## src/rtl/imm_field_encoder.sv

```systemverilog
// imm_field_encoder
//   Packs a 64-bit immediate into the Instruction[25:0] field layouts used by
//   the decoder (I, D, CB, B). It can also turn an arbitrary 64-bit constant
//   into a MOVZ word followed by MOVK words. Every request produces one or
//   more output words, and each word is held until the consumer accepts it.
//
//   Optional feature: define IMM_RANGE_CHECK_EN to flag immediates that are
//   out of range, misaligned, or carry an illegal Op. The flag is raised on
//   RangeErr and the field is still emitted, truncated. Without the macro,
//   RangeErr is tied low and fields are silently truncated.
//
//   SKIP_ZERO_HW = 1: emit a MOVK only for nonzero higher halfwords.
//   SKIP_ZERO_HW = 0: emit every halfword above the MOVZ halfword.
module imm_field_encoder #(
  parameter int SKIP_ZERO_HW = 1
) (
  input  logic        CLK,
  input  logic        Reset,
  input  logic        InValid,
  output logic        InReady,
  input  logic [2:0]  Op,
  input  logic [63:0] Value,
  input  logic [4:0]  Rd,
  output logic        OutValid,
  input  logic        OutReady,
  output logic [25:0] Field,
  output logic        OutIsMovz,
  output logic        OutIsMovk,
  output logic        OutLast,
  output logic        RangeErr
);

  localparam logic [2:0] OP_I   = 3'd0;
  localparam logic [2:0] OP_D   = 3'd1;
  localparam logic [2:0] OP_CB  = 3'd2;
  localparam logic [2:0] OP_B   = 3'd3;
  localparam logic [2:0] OP_MOV = 3'd4;

  typedef enum logic {
    S_IDLE,
    S_EMIT
  } state_t;

  // Architectural state; every output port is driven straight from a register
  state_t      state_q;
  logic        in_ready_q;
  logic        out_valid_q;
  logic [25:0] field_q;
  logic        movz_q;
  logic        movk_q;
  logic        last_q;
  logic        err_q;
  logic [63:0] value_q;   // constant latched at accept, walked halfword by halfword
  logic [4:0]  rd_q;
  logic [1:0]  hw_q;      // halfword index of the word currently presented

  // First word of a request, computed from the live request inputs
  logic [25:0] first_field_d;
  logic        first_movz_d;
  logic        first_movk_d;
  logic        first_last_d;
  logic        first_err_d;
  logic [1:0]  first_hw_d;
  logic [3:0]  in_nz;
  logic [2:0]  first_nx;

  // Next MOVK word of a sequence, computed from the latched constant
  logic [3:0]  held_nz;
  logic [2:0]  step_nx;
  logic [2:0]  step_nx2;
  logic [1:0]  step_hw_d;
  logic [25:0] step_field_d;
  logic        step_last_d;

  // One bit per halfword: set when that halfword is nonzero
  function automatic logic [3:0] hw_nonzero(input logic [63:0] v);
    return {|v[63:48], |v[47:32], |v[31:16], |v[15:0]};
  endfunction

  function automatic logic [15:0] hw_slice(input logic [63:0] v, input logic [1:0] hw);
    logic [15:0] r;
    case (hw)
      2'd0:    r = v[15:0];
      2'd1:    r = v[31:16];
      2'd2:    r = v[47:32];
      default: r = v[63:48];
    endcase
    return r;
  endfunction

  // MOVZ/MOVK layout: hw in [22:21], halfword in [20:5], Rd in [4:0]
  function automatic logic [25:0] mov_field(input logic [63:0] v, input logic [1:0] hw,
                                            input logic [4:0] rd);
    return {3'b000, hw, hw_slice(v, hw), rd};
  endfunction

  // Lowest nonzero halfword. Returns 0 when the whole constant is zero.
  function automatic logic [1:0] lowest_nz(input logic [3:0] nz);
    logic [1:0] r;
    r = 2'd0;
    for (int i = 3; i >= 0; i--) begin
      if (nz[i]) r = 2'(i);
    end
    return r;
  endfunction

  // Halfword that follows cur in the sequence, as {found, hw}
  function automatic logic [2:0] next_hw(input logic [3:0] nz, input logic [1:0] cur);
    logic [2:0] r;
    r = 3'b000;
    if (SKIP_ZERO_HW != 0) begin
      // Scan downwards so that the lowest qualifying halfword wins
      for (int i = 3; i >= 0; i--) begin
        if (i > int'(cur) && nz[i]) r = {1'b1, 2'(i)};
      end
    end else if (cur != 2'd3) begin
      r = {1'b1, cur + 2'd1};
    end
    return r;
  endfunction

`ifdef IMM_RANGE_CHECK_EN
  // Flag an immediate that is out of range for its encoding, misaligned, or
  // carries an illegal Op. A value is in range when every bit above the
  // field's sign bit equals that sign bit.
  function automatic logic range_err(input logic [2:0] op, input logic [63:0] v);
    logic r;
    case (op)
      OP_I:    r = !((&v[63:11]) || !(|v[63:11]));
      OP_D:    r = !((&v[63:8])  || !(|v[63:8]));
      OP_CB:   r = !((&v[63:20]) || !(|v[63:20])) || (v[1:0] != 2'b00);
      OP_B:    r = !((&v[63:27]) || !(|v[63:27])) || (v[1:0] != 2'b00);
      OP_MOV:  r = 1'b0;
      default: r = 1'b1;
    endcase
    return r;
  endfunction
`endif

  // First output word of the request presented on the inputs
  // NOTE: every signal assigned in this block gets a default first; a path
  // that skips an assignment would otherwise infer a latch.
  always_comb begin
    first_field_d = '0;
    first_movz_d  = 1'b0;
    first_movk_d  = 1'b0;
    first_last_d  = 1'b1;
    first_err_d   = 1'b0;
    first_hw_d    = 2'd0;
    in_nz         = hw_nonzero(Value);
    first_nx      = 3'b000;
    case (Op)
      OP_I:  first_field_d[21:10] = Value[11:0];
      OP_D:  first_field_d[20:12] = Value[8:0];
      OP_CB: first_field_d[23:5]  = Value[20:2];
      OP_B:  first_field_d[25:0]  = Value[27:2];
      OP_MOV: begin
        first_hw_d    = lowest_nz(in_nz);
        first_nx      = next_hw(in_nz, first_hw_d);
        first_field_d = mov_field(Value, first_hw_d, Rd);
        first_movz_d  = 1'b1;
        // A zero constant is always a single MOVZ, whatever SKIP_ZERO_HW is
        first_last_d  = (in_nz == 4'b0000) || !first_nx[2];
      end
      default: first_field_d = '0;
    endcase
`ifdef IMM_RANGE_CHECK_EN
    first_err_d = range_err(Op, Value);
`endif
  end

  // Next MOVK word, derived from the latched constant and the current halfword
  always_comb begin
    held_nz      = hw_nonzero(value_q);
    step_nx      = next_hw(held_nz, hw_q);
    step_hw_d    = step_nx[1:0];
    step_nx2     = next_hw(held_nz, step_hw_d);
    step_field_d = mov_field(value_q, step_hw_d, rd_q);
    step_last_d  = !step_nx2[2];
  end

  // Request/emit FSM; all outputs are registered and held while stalled
  // NOTE: sequential state uses non-blocking assignments only, so every
  // register samples pre-edge values regardless of statement order.
  always_ff @(posedge CLK) begin
    if (Reset) begin
      state_q     <= S_IDLE;
      in_ready_q  <= 1'b1;
      out_valid_q <= 1'b0;
      field_q     <= '0;
      movz_q      <= 1'b0;
      movk_q      <= 1'b0;
      last_q      <= 1'b0;
      err_q       <= 1'b0;
      value_q     <= '0;
      rd_q        <= '0;
      hw_q        <= 2'd0;
    end else begin
      case (state_q)
        S_IDLE: begin
          if (InValid && in_ready_q) begin
            value_q     <= Value;
            rd_q        <= Rd;
            hw_q        <= first_hw_d;
            field_q     <= first_field_d;
            movz_q      <= first_movz_d;
            movk_q      <= first_movk_d;
            last_q      <= first_last_d;
            err_q       <= first_err_d;
            out_valid_q <= 1'b1;
            in_ready_q  <= 1'b0;
            state_q     <= S_EMIT;
          end
        end
        S_EMIT: begin
          if (OutReady) begin
            if (last_q) begin
              out_valid_q <= 1'b0;
              in_ready_q  <= 1'b1;
              state_q     <= S_IDLE;
            end else begin
              hw_q    <= step_hw_d;
              field_q <= step_field_d;
              movz_q  <= 1'b0;
              movk_q  <= 1'b1;
              last_q  <= step_last_d;
              err_q   <= 1'b0;
            end
          end
        end
        default: state_q <= S_IDLE;
      endcase
    end
  end

  assign InReady   = in_ready_q;
  assign OutValid  = out_valid_q;
  assign Field     = field_q;
  assign OutIsMovz = movz_q;
  assign OutIsMovk = movk_q;
  assign OutLast   = last_q;
  assign RangeErr  = err_q;

endmodule

```

## config.mk

```make
export PLATFORM = sky130hd
export DESIGN_NAME = imm_field_encoder
export DESIGN_NICKNAME = d
export VERILOG_FILES = /design/src/rtl/imm_field_encoder.sv
export SDC_FILE = /design/constraint.sdc
export NUM_CORES = 1
export LEC_CHECK = 0
export ABC_AREA = 1
export ABC_CLOCK_PERIOD_IN_PS = 2300
export CAP_MARGIN = 20
export CELL_PAD_IN_SITES_DETAIL_PLACEMENT = 1
export CELL_PAD_IN_SITES_GLOBAL_PLACEMENT = 1
export CORE_ASPECT_RATIO = 1.5
export CORE_MARGIN = 2
export CORE_UTILIZATION = 39
export CTS_CLUSTER_SIZE = 12
export DETAILED_ROUTE_END_ITERATION = 8
export PLACE_DENSITY_LB_ADDON = 0.1
export SKIP_CTS_REPAIR_TIMING = 1
export SLEW_MARGIN = 20
export SYNTH_ARGS = -nofsm -noshare
export SYNTH_HDL_FRONTEND = slang
export SYNTH_SLANG_ARGS = --single-unit
```

## constraint.sdc

```tcl
create_clock -name CLK -period 2.3 [get_ports CLK]
set_input_delay 0.23 -clock CLK [delete_from_list [all_inputs] [get_ports CLK]]
set_output_delay 0.23 -clock CLK [all_outputs]
set_load 0.01 [all_outputs]
```

Word level (Yosys, flattened, before mapping)
Index checks and enable logic that the tools add are counted.
- magnitude comparators: 9
- reductions and logical operators: 28
- multiplexer cells: 59
- equal/unequal tests: 12
- bitwise logic cells: 1
- operators with widths (kind ; number):
    $reduce_or 16->1 ; 7
    $pmux 16 s3 ; 2
    $mux 26 ; 3
    $pmux 26 s2 ; 1
    $pmux 9 s5 ; 1
    $mux 2 ; 13
    $mux 3 ; 7
    $mux 1 ; 19
    $pmux 5 s3 ; 1
    $pmux 1 s2 ; 7
    $gt 2x2->1 const A ; 6
    $logic_and 1x1->1 ; 10
    $pmux 5 s2 ; 1
    $pmux 2 s4 ; 1
    $eq 3x2->1 const B ; 2
    $gt 1x2->1 const A ; 3
    $ne 2x2->1 const B ; 3
    $pmux 2 s3 ; 1
    $reduce_and 3->1 ; 2
    $eq 2x1->1 const B ; 2
    $eq 2x2->1 const B ; 2
    $logic_not 2->1 ; 2
    $logic_not 4->1 ; 1
    $pmux 1 s4 ; 1
    other kinds (9) ; 11
- logic and storage cells: 120
- output and inout bits: 32
- register bits: 104
- input port bits: 76

Depth between registers and ports, before layout
Gate-level depths: netlist of the first run.
- depth in word-level cells: 17
- depth in mapped cells: 15
- depth with buffers taken out: 14

Worst setup path after synthesis of the first run
Ideal clock, no wire load.
- kind: register -> register
- start: register value_q[38]
- end: register field_q[9], in the netlist Field[9]
- stages on the path, launching flop included: 14
- setup slack: 0.782 ns
- arrival time: 1.401 ns
- required time: 2.183 ns
- library setup time: 0.117 ns
- buffers on the path: 1
- clock period less this slack: 1.518 ns
- cells stage by stage: dfxtp_1 -> nor2_1 -> nand2_1 -> nor2_1 -> nand2_1 -> nand2_2 -> nand3_2 -> buf_2 -> o21ai_1 -> inv_1 -> nand2_1 -> nand2_1 -> nor2_1 -> nor2_1
- word-level cells in the longest chain between the ends: 9
- elaborated cells on any way between the ends: 11
- those cells by class: 2 x eq/ne; 6 x mux; 3 x reduce/logical
- ends and longest elaborated chain (what ; line ; source):
    start, declared ; 53 ; logic [63:0] value_q;
    start signal, assigned ; 202 ; value_q <= Value;
    $reduce_or 16->1 * ; 77 ; return {|v[63:48], |v[47:32], |v[31:16], |v[15:0]};
    $logic_and 1x1->1 * ; 114 ; if (i > int'(cur) && nz[i]) r = {1'b1, 2'(i)};
    $mux 2 * (2 in series) ; 114 ;
    $eq 2x2->1, or another cell as far along ; 82 ; case (hw)
    $pmux 16 s3 * ; 82 ;
    $mux 26 * ; 217 ; if (last_q) begin
    $mux 26 * ; 216 ; if (OutReady) begin
    $pmux 26 s2 * ; 199 ; case (state_q)
    end signal, assigned ; 205 ; field_q <= first_field_d;
    end signal, assigned ; 223 ; field_q <= step_field_d;
    end, declared ; 48 ; logic [25:0] field_q;
Every way passes the cells marked *; elsewhere a longest branch is shown, timed or not. The select of a mux whose other input is x is not followed.
A chain may end at the register's enable or synchronous reset.

Worst setup path after layout of the first run
- start: register value_q[22]
- end: register field_q[15], in the netlist Field[15]
- word-level cells in the longest chain between the ends: 8
- elaborated cells on any way between the ends: 10
- those cells by class: 2 x eq/ne; 5 x mux; 3 x reduce/logical
- ends and longest elaborated chain (what ; line):
    $reduce_or 16->1 * ; 77
    $logic_and 1x1->1 * ; 114
    $mux 2 * ; 114
    $eq 2x2->1, or another cell as far along ; 82
    $pmux 16 s3 * ; 82
    $mux 26 * ; 217
    $mux 26 * ; 216
    $pmux 26 s2 * ; 199
Marked as above.

==> results of run 1 <==
-- how the worst min path moves through the flow --
stage,from,to,cells after the start
after floorplan,Value[48],value_q[48],2
final,Rd[1],Field[1],3
after global placement,OutIsMovk,OutIsMovk,2
after CTS,Rd[1],Field[1],3
after global routing,Rd[1],Field[1],3
after detailed placement,OutIsMovk,OutIsMovk,2
-- flip-flops by register name, indices dropped and copies added (netlist names) --
| register | flops |
|---|---|
| state_q | 1 |
| OutIsMovz | 1 |
| OutValid | 1 |
| OutLast | 1 |
| OutIsMovk | 1 |
| Field | 26 |
| value_q | 64 |
| hw_q | 2 |
| rd_q | 5 |
| InReady | 1 |
-- cells in the mapped netlist --
cell / count / area share
a211oi_2: 1 / 0.0021
a21oi_1: 97 / 0.080
a21oi_2: 1 / 0.0014
a221oi_1: 7 / 0.010
a22oi_1: 5 / 0.0062
a31oi_1: 5 / 0.0051
buf_1: 2 / 0.0012
buf_2: 17 / 0.014
buf_4: 2 / 0.0025
buf_6: 7 / 0.013
clkbuf_1: 28 / 0.017
clkinv_1: 9 / 0.0055
conb_1: 1 / 0.00061
dfxtp_1: 103 / 0.34
inv_1: 105 / 0.065
inv_2: 8 / 0.0049
nand2_1: 197 / 0.12
nand2_2: 5 / 0.0051
nand2_4: 1 / 0.0018
nand3_1: 88 / 0.072
nand3_2: 2 / 0.0033
nand3b_1: 2 / 0.0025
nand4_1: 5 / 0.0051
nor2_1: 162 / 0.10
nor2_2: 5 / 0.0051
nor2_4: 1 / 0.0018
nor2_8: 1 / 0.0033
nor3_1: 1 / 0.00082
o21ai_0: 102 / 0.084
o21ai_1: 14 / 0.011
o221ai_1: 1 / 0.0014
o22ai_1: 15 / 0.015
-- cell families (layout without fill, tap and decap cells) --
kind of cell           Yosys count  count (layout)  synth area share
flip-flops                     103             103             0.338
AO/OA/AOI/OAI                  248             248             0.216
other                            1               1          0.000615
AND/OR/NAND/NOR                470             470             0.322
buffers and inverters          178             322             0.123
-- stage by stage --
stage               TNS, ns   util  instances  power (mW)  hold WS [ns]
global placement     -0.398  0.503       1328        3.77         0.453
CTS                 -0.0142  0.524       1344        5.51         0.464
detailed placement    -1.06  0.503       1328        3.79         0.460
finish                    0  0.527       1347        5.57         0.468
floorplan                 0      -       1000        2.99         0.369
global route         -0.195  0.527       1347        5.82         0.487
-- metal layers --
layer,track usage,vias up
met5,0,-
met2,0.600,250
li1,-,3524
met4,0.222,0
met1,0.375,3462
met3,0.0393,89
-- critical path: cells and delay by family, from the launching register on --
family	cells	cell delay [ns]
compound gates	1	0.27
simple gates	10	1.18
flops	1	0.35
buf+inv	2	0.32
-- power groups by stage --
stage	logic, mW	clock network [mW]	registers [mW]
after floorplan	0.836	0	2.16
after CTS	1.65	1.74	2.13
final	1.71	1.72	2.13
after global routing	1.87	1.80	2.16
after global placement	1.60	0	2.16
after detailed placement	1.63	0	2.17
-- final cells by class --
cell class	instances	area [sq um]	area share
multi-input cells	719	3310	0.405
flip-flops and latches	103	2060	0.253
repair buffers	184	1760	0.216
inverters	122	462	0.0566
well taps	203	254	0.0311
clock buffers	9	225	0.0276
clock inverters	7	95.1	0.0116
==> summary.txt, run 1 <==
Floorplan
  • Core Area: 15500 sq um
  • I/O pin count: 108
  • Initial Util: 0.394
  • Die Y: 157 um
  • Die ar.: 16700 sq um
  • Die width: 106 um
  • Row count: 56

Clock network
  • Worst-path clk slew: 0.08 ns
  • Worst-Skew Late Latency: 0.37 ns
  • Num CTS Buffers: 9
  • Htree depth: 3
  • Clock sink total: 103
  • Clk root buf: clkbuf_16
  • Clock Path Buffers: 2
  • CTS tree: yes

Timing
  • Max transition margin: 0.658
  • Fin crit share: 0.973
  • Final Max Tran Viols: 0
  • Tmin final: 2.24 ns
  • Fmax: 447 MHz
  • Count of final hold-check violations: 0
  • Setup ws final: 0.0623 ns
  • Least-Margin Pin Slew: 0.512 ns
  • Clk_skew: 0.0120 ns
  • # setup viols final: 0

Critical path
  • Flop2flop setup slack: between 0.06 and 0.07 ns
  • CP max stage cell: dfxtp_1
  • CP most frequent cell: nand2_1
  • Critical Path Fanout Max: 7
  • Startpoint types: flip-flop
  • CP max stage delay: between 0.3 and 0.4 ns
  • Worst setup path start: value_q[22]
  • Crit path to: Field[15]
  • Setup crit end kind: flip-flop
  • R2R Path End: Field[15]
  • Worst-path cell chain: nor2_1, nand2_1, nor2_1, nand2_1, nand2_4, clkinvlp_4, clkbuf_4, nand2_1, nand2_1, o21ai_0, nand2_1, nor2_1, nor2_1
  • Cells on worst reg2reg path: 13
  • Critical Path RT: between 2 and 3 ns
  • Crit path kind: reg2reg
  • WP data arrival: 2.50 ns
  • Reg-to-reg startpoint: value_q[22]

Place
  • Input/output buffers: between 100 and 150
  • Pre-CTS setup slack: -0.150 ns
  • Cell area after placement: 7790 sq um
  • Gpl congestion: between 1 and 1.5
  • HPWL Detailed: 21900 um

Logic synthesis
  • Synth Warn #: 0
  • Syn Inst Count: 1000
  • Syn avg cell area: 6.10 sq um
  • Register area share after synthesis: 0.338
  • Synthesized flop and latch total: 103
  • Synth cell types: 32
  • Synth Cell Area: approximately 6100 sq um
  • Net count after synthesis: roughly 1100

GRT
  • Vias in the first global route: about 7500
  • Largest net degree at the start of global routing: 77
  • GR Overflow Total: 0
  • Initial antenna violation count: 0
  • GRT Total Usage: 0.337
  • First-pass GRT wire length: 42100 um

Power and ir drop
  • Cell Pwr Density: 683 nW/um^2
  • Sequential power share: 0.383
  • Switching pwr: 2.02 mW
  • Switch share: 0.363
  • Clock power share: 0.309
  • Comb power frac: 0.308
  • Peak VDD IR: 347 uV
  • Leakage Power: 3.73 nW
  • Internal Power: approximately 3.5 mW

Drt
  • Routed Antenna Nets: 0
  • Drt wl/cell: ~21 um
  • Via density per instance: 5.44
  • Met3 wire len: ~1100 um
  • DRT Pass-1 Iters: 5
  • Vias: 7325
  • Top layer used by detailed routing: met4
  • Total Wirelength: 28200 um
  • Met2 WL post-DR: 14200 um
  • DR DRC count: 0
  • Routed met1 length: between 10000 and 15000 um
  • Detailed Route Iter0 Violations: 527

Worst hold path
  • Hold crit path type: in2reg

Outcome
  • Outcome: completed

Final layout
  • Final Cell Area: between 8000 and 9000 sq um
  • Commonest non-fill, non-tap cell in the layout: nand2_1
  • Nets: 1215
  • Commonest non-fill, non-tap cells in the layout: nand2_1 (197), nor2_1 (160), clkdlybuf4s50_1 (106)
  • Ant. Diodes: 0
  • Layout area overhead: 33.8%
  • Fraction of layout cells with a size suffix above 1: 0.108
  • Fill count: 2110

Flow run
  • Max-Cap Viols: 0
Power figures use the tool's default switching activity.
==> inputs of run 2 (changes only) <==
- ABC_AREA: 1 -> unset
- CORE_UTILIZATION: 39 -> 42
==> summary.txt, run 2 <==
Floorplan
  • Row count: 53 (-5.4%)
  • Die ar.: 15100 sq um (-9.2%)
  • Initial Util: 0.427 (+0.0332)
  • Core Area: 13900 sq um (-10%)
  • I/O pin count: 108 (unchanged)
  • Die width: 101 um (-4.7%)
  • Die Y: 150 um (-4.7%)

Final layout
  • Layout area overhead: 43.9%
  • Commonest non-fill, non-tap cell in the layout: nand2_1
  • Final core utilization: 0.614 (+0.0873)
  • Final Cell Area: 8560 sq um (+4.8%)
  • Largest register FFs: 64 (unchanged)
  • Post-Layout Cell Count: 1121 (-17%)
  • Nets: 1027 (-15%)
  • Largest reg by FF count: value_q
  • Fraction of layout cells with a size suffix above 1: 0.236 (+0.129)
  • Commonest non-fill, non-tap cells in the layout: nand2_1 (157), buf_4 (129), dfxtp_1 (101)
  • Ant. Diodes: 0 (unchanged)

Logic synthesis
  • Register area share after synthesis: 0.347 (+0.00860)
  • Leading area contributor after synthesis: dfxtp_1
  • Leading post-synthesis cells by cell area: dfxtp_1 (35%), nand2_1 (9.9%), a21oi_1 (7.2%)
  • Synth cell types: 56 (+75%)
  • Mux cell area share after synthesis: 0.0526 (+0.0526)
  • Net count after synthesis: 839 (-22%)
  • Synth top cells by count: nand2_1 (157), dfxtp_1 (103), a21oi_1 (85)
  • Post-synth top area share: 0.347 (+0.00860)
  • Synth Warn #: 0 (unchanged)
  • Synth async-reset ratio: 0 (unchanged)
  • Synth Cell Area: 5950 sq um (-2.5%)
  • Leading register cell type out of synthesis: dfxtp_1
  • Synth Area in Compound Gates: 0.272 (+0.0560)
  • Largest family of logic cells by synthesized area: simple AND/OR/NAND/NOR gates
  • Syn Inst Count: 763 (-24%)
  • Syn avg cell area: 7.80 sq um (+28%)
  • Top-count cell post-synth: nand2_1
  • Post-synth EDFFs: 0 (unchanged)
  • Adder-cell area share of the yosys netlist: 0.00168 (+0.00168)
  • Synthesized flop and latch total: 103 (unchanged)
  • Post-synthesis simple-gate area fraction: 0.277 (-0.0452)
  • Post-Synth XOR/XNOR Area: 0 (unchanged)

Drt
  • DR DRC count: 0 (unchanged)
  • Detailed Route Iter0 Violations: 505 (-4.2%)
  • Drt wl/cell: 25.2 um (+20%)
  • DRT Pass-1 Iters: 5 (unchanged)
  • Total Wirelength: 28200 um (about the same)
  • Vias: 7197 (-1.7%)
  • Routed Antenna Nets: 0 (unchanged)
  • Via density per instance: 6.42 (+18%)

Clock network
  • Num CTS Buffers: 9 (unchanged)
  • CTS tree: yes
  • Clock Path Buffers: 2 (unchanged)
  • Worst-Skew Late Latency: 0.36 ns (about the same)
  • Clock sink total: 103 (unchanged)
  • Worst-path clk slew: 0.08 ns (about the same)
  • Clk root buf: clkbuf_16
  • Htree depth: 3 (unchanged)

Critical path
  • Startpoint types: flip-flop
  • CP max stage cell: o21ai_2
  • CP max stage delay: 0.75 ns (+0.40 ns)
  • Critical Path RT: 2.56 ns (about the same)
  • Worst Path Buf+Inv: 1 (-1)
  • WP data arrival: 2.54 ns (+0.04 ns)
  • Critical Path Fanout Max: 15 (+8)
  • Setup crit end kind: flip-flop
  • Worst-path cell chain: nand2_1, buf_4, o21ai_2, o21ai_0, o32a_1, o21ai_1
  • Flop2flop setup slack: 0.02 ns (-0.04 ns)
  • Delay-heaviest family, CP: compound AO/OA/AOI/OAI gates
  • Crit path kind: reg2reg

Place
  • Gpl congestion: 1.01 (-1.8%)
  • Input/output buffers: 106 (unchanged)
  • HPWL Detailed: 20500 um (-6.3%)
  • Cell Count Post-Placement: 1098 (-17%)
  • Cell area after placement: 7970 sq um (+2.4%)

GRT
  • GRT Total Usage: 0.358 (+0.0212)
  • Initial antenna violation count: 0 (unchanged)
  • First-pass GRT wire length: 41400 um (-1.7%)
  • Largest net degree at the start of global routing: 74 (-3.9%)
  • GR Overflow Total: 0 (unchanged)
  • Vias in the first global route: 7276 (-3.2%)

Timing
  • # setup viols final: 0 (unchanged)
  • Hold Slack: 0.317 ns (-0.151 ns)
  • Count of final hold-check violations: 0 (unchanged)
  • Fmax: 439 MHz (-1.7%)
  • Max transition margin: 0.370 (-0.289)
  • Final Max Tran Viols: 0 (unchanged)
  • RSZ-0062 raised after global routing: true
  • Tmin final: 2.28 ns (+0.0390 ns)
  • Clk_skew: 0.0122 ns (+0.000240 ns)
  • Least-Margin Pin Slew: 0.946 ns (+0.433 ns)
  • Setup_tns: 0 ns (unchanged)
  • Fin crit share: 0.990 (+0.0170)

Power and ir drop
  • Leakage Power: 3.14 nW (-16%)
  • Peak VDD IR: 421 uV (+21%)
  • Cell Pwr Density: 672 nW/um^2 (-1.6%)

Flow run
  • Max-Cap Viols: 0 (unchanged)

Outcome
  • Outcome: completed

Worst hold path
  • Hold crit path type: in2reg
==> run 2: changes by cell type after synthesis, sizes merged, moves of 43 or more <==
cell / before / now
nor2: 169 / 57
nand3: 90 / 7
inv: 113 / 2
nor3: 1 / 44
nand2: 203 / 157
o21ai: 116 / 45
==> run 2: worst paths after layout <==
check | from | to | cells after the start
max | state_q | Field[16] | 6
min | Value[31] | value_q[31] | 4
max reg2reg | state_q | Field[16] | 6
min reg2reg | Field[24] | Field[24] | 2
==> run 2: layout make-up <==
class                           count  area [sq um]
Timing Repair Buffer              242          2180
Multi-Input combinational cell    593          3790
Fill cell                        1690          5370
Sequential cell                   103          2060
Clock inverter                      6          75.1
Clock buffer                       10           239
Tap cell                          165           206
Inverter                            2          7.51
==> run 2: kinds of logic (layout without fill, tap and decap cells) <==
| logic type | Yosys count | in the layout |
|---|---|---|
| AOI/OAI and AO/OA | 235 | 236 |
| adders and majority gates | 1 | 1 |
| buffers and inverters | 68 | 260 |
| DFF | 103 | 103 |
| muxes | 20 | 20 |
| other | 1 | 1 |
| and+or+nand+nor | 335 | 335 |
==> run 2: worst reg2reg max path, cell delays in order (launching register included) <==
cell and delay, ns:
dfxtp_1 0.46, nand2_1 0.13, buf_4 0.19, o21ai_2 0.75, o21ai_0 0.18, o32a_1 0.36, o21ai_1 0.11
==> run 2: metrics by stage <==
step | setup WS (ns) | total power, mW
floorplan | 0.269 | 2.99
global placement | -0.481 | 3.93
detailed placement | -0.577 | 4.00
CTS | -0.208 | 5.63
global route | -0.0516 | 5.94
finish | 0.0233 | 5.75
==> run 2: metal layers <==
metal | track usage | up-vias | wire length [um]
met5 | 0 | - | 0
met4 | 0.166 | 0 | 1470
met3 | 0.0430 | 89 | 1770
met2 | 0.608 | 381 | 14000
met1 | 0.447 | 3522 | 11000
li1 | - | 3205 | -
==> run 2: report_power, final <==
group          switching (mW)  total (mW)  internal, mW
logic                    1.15        2.02         0.867
clock network           0.753        1.64         0.891
registers               0.157        2.08          1.93
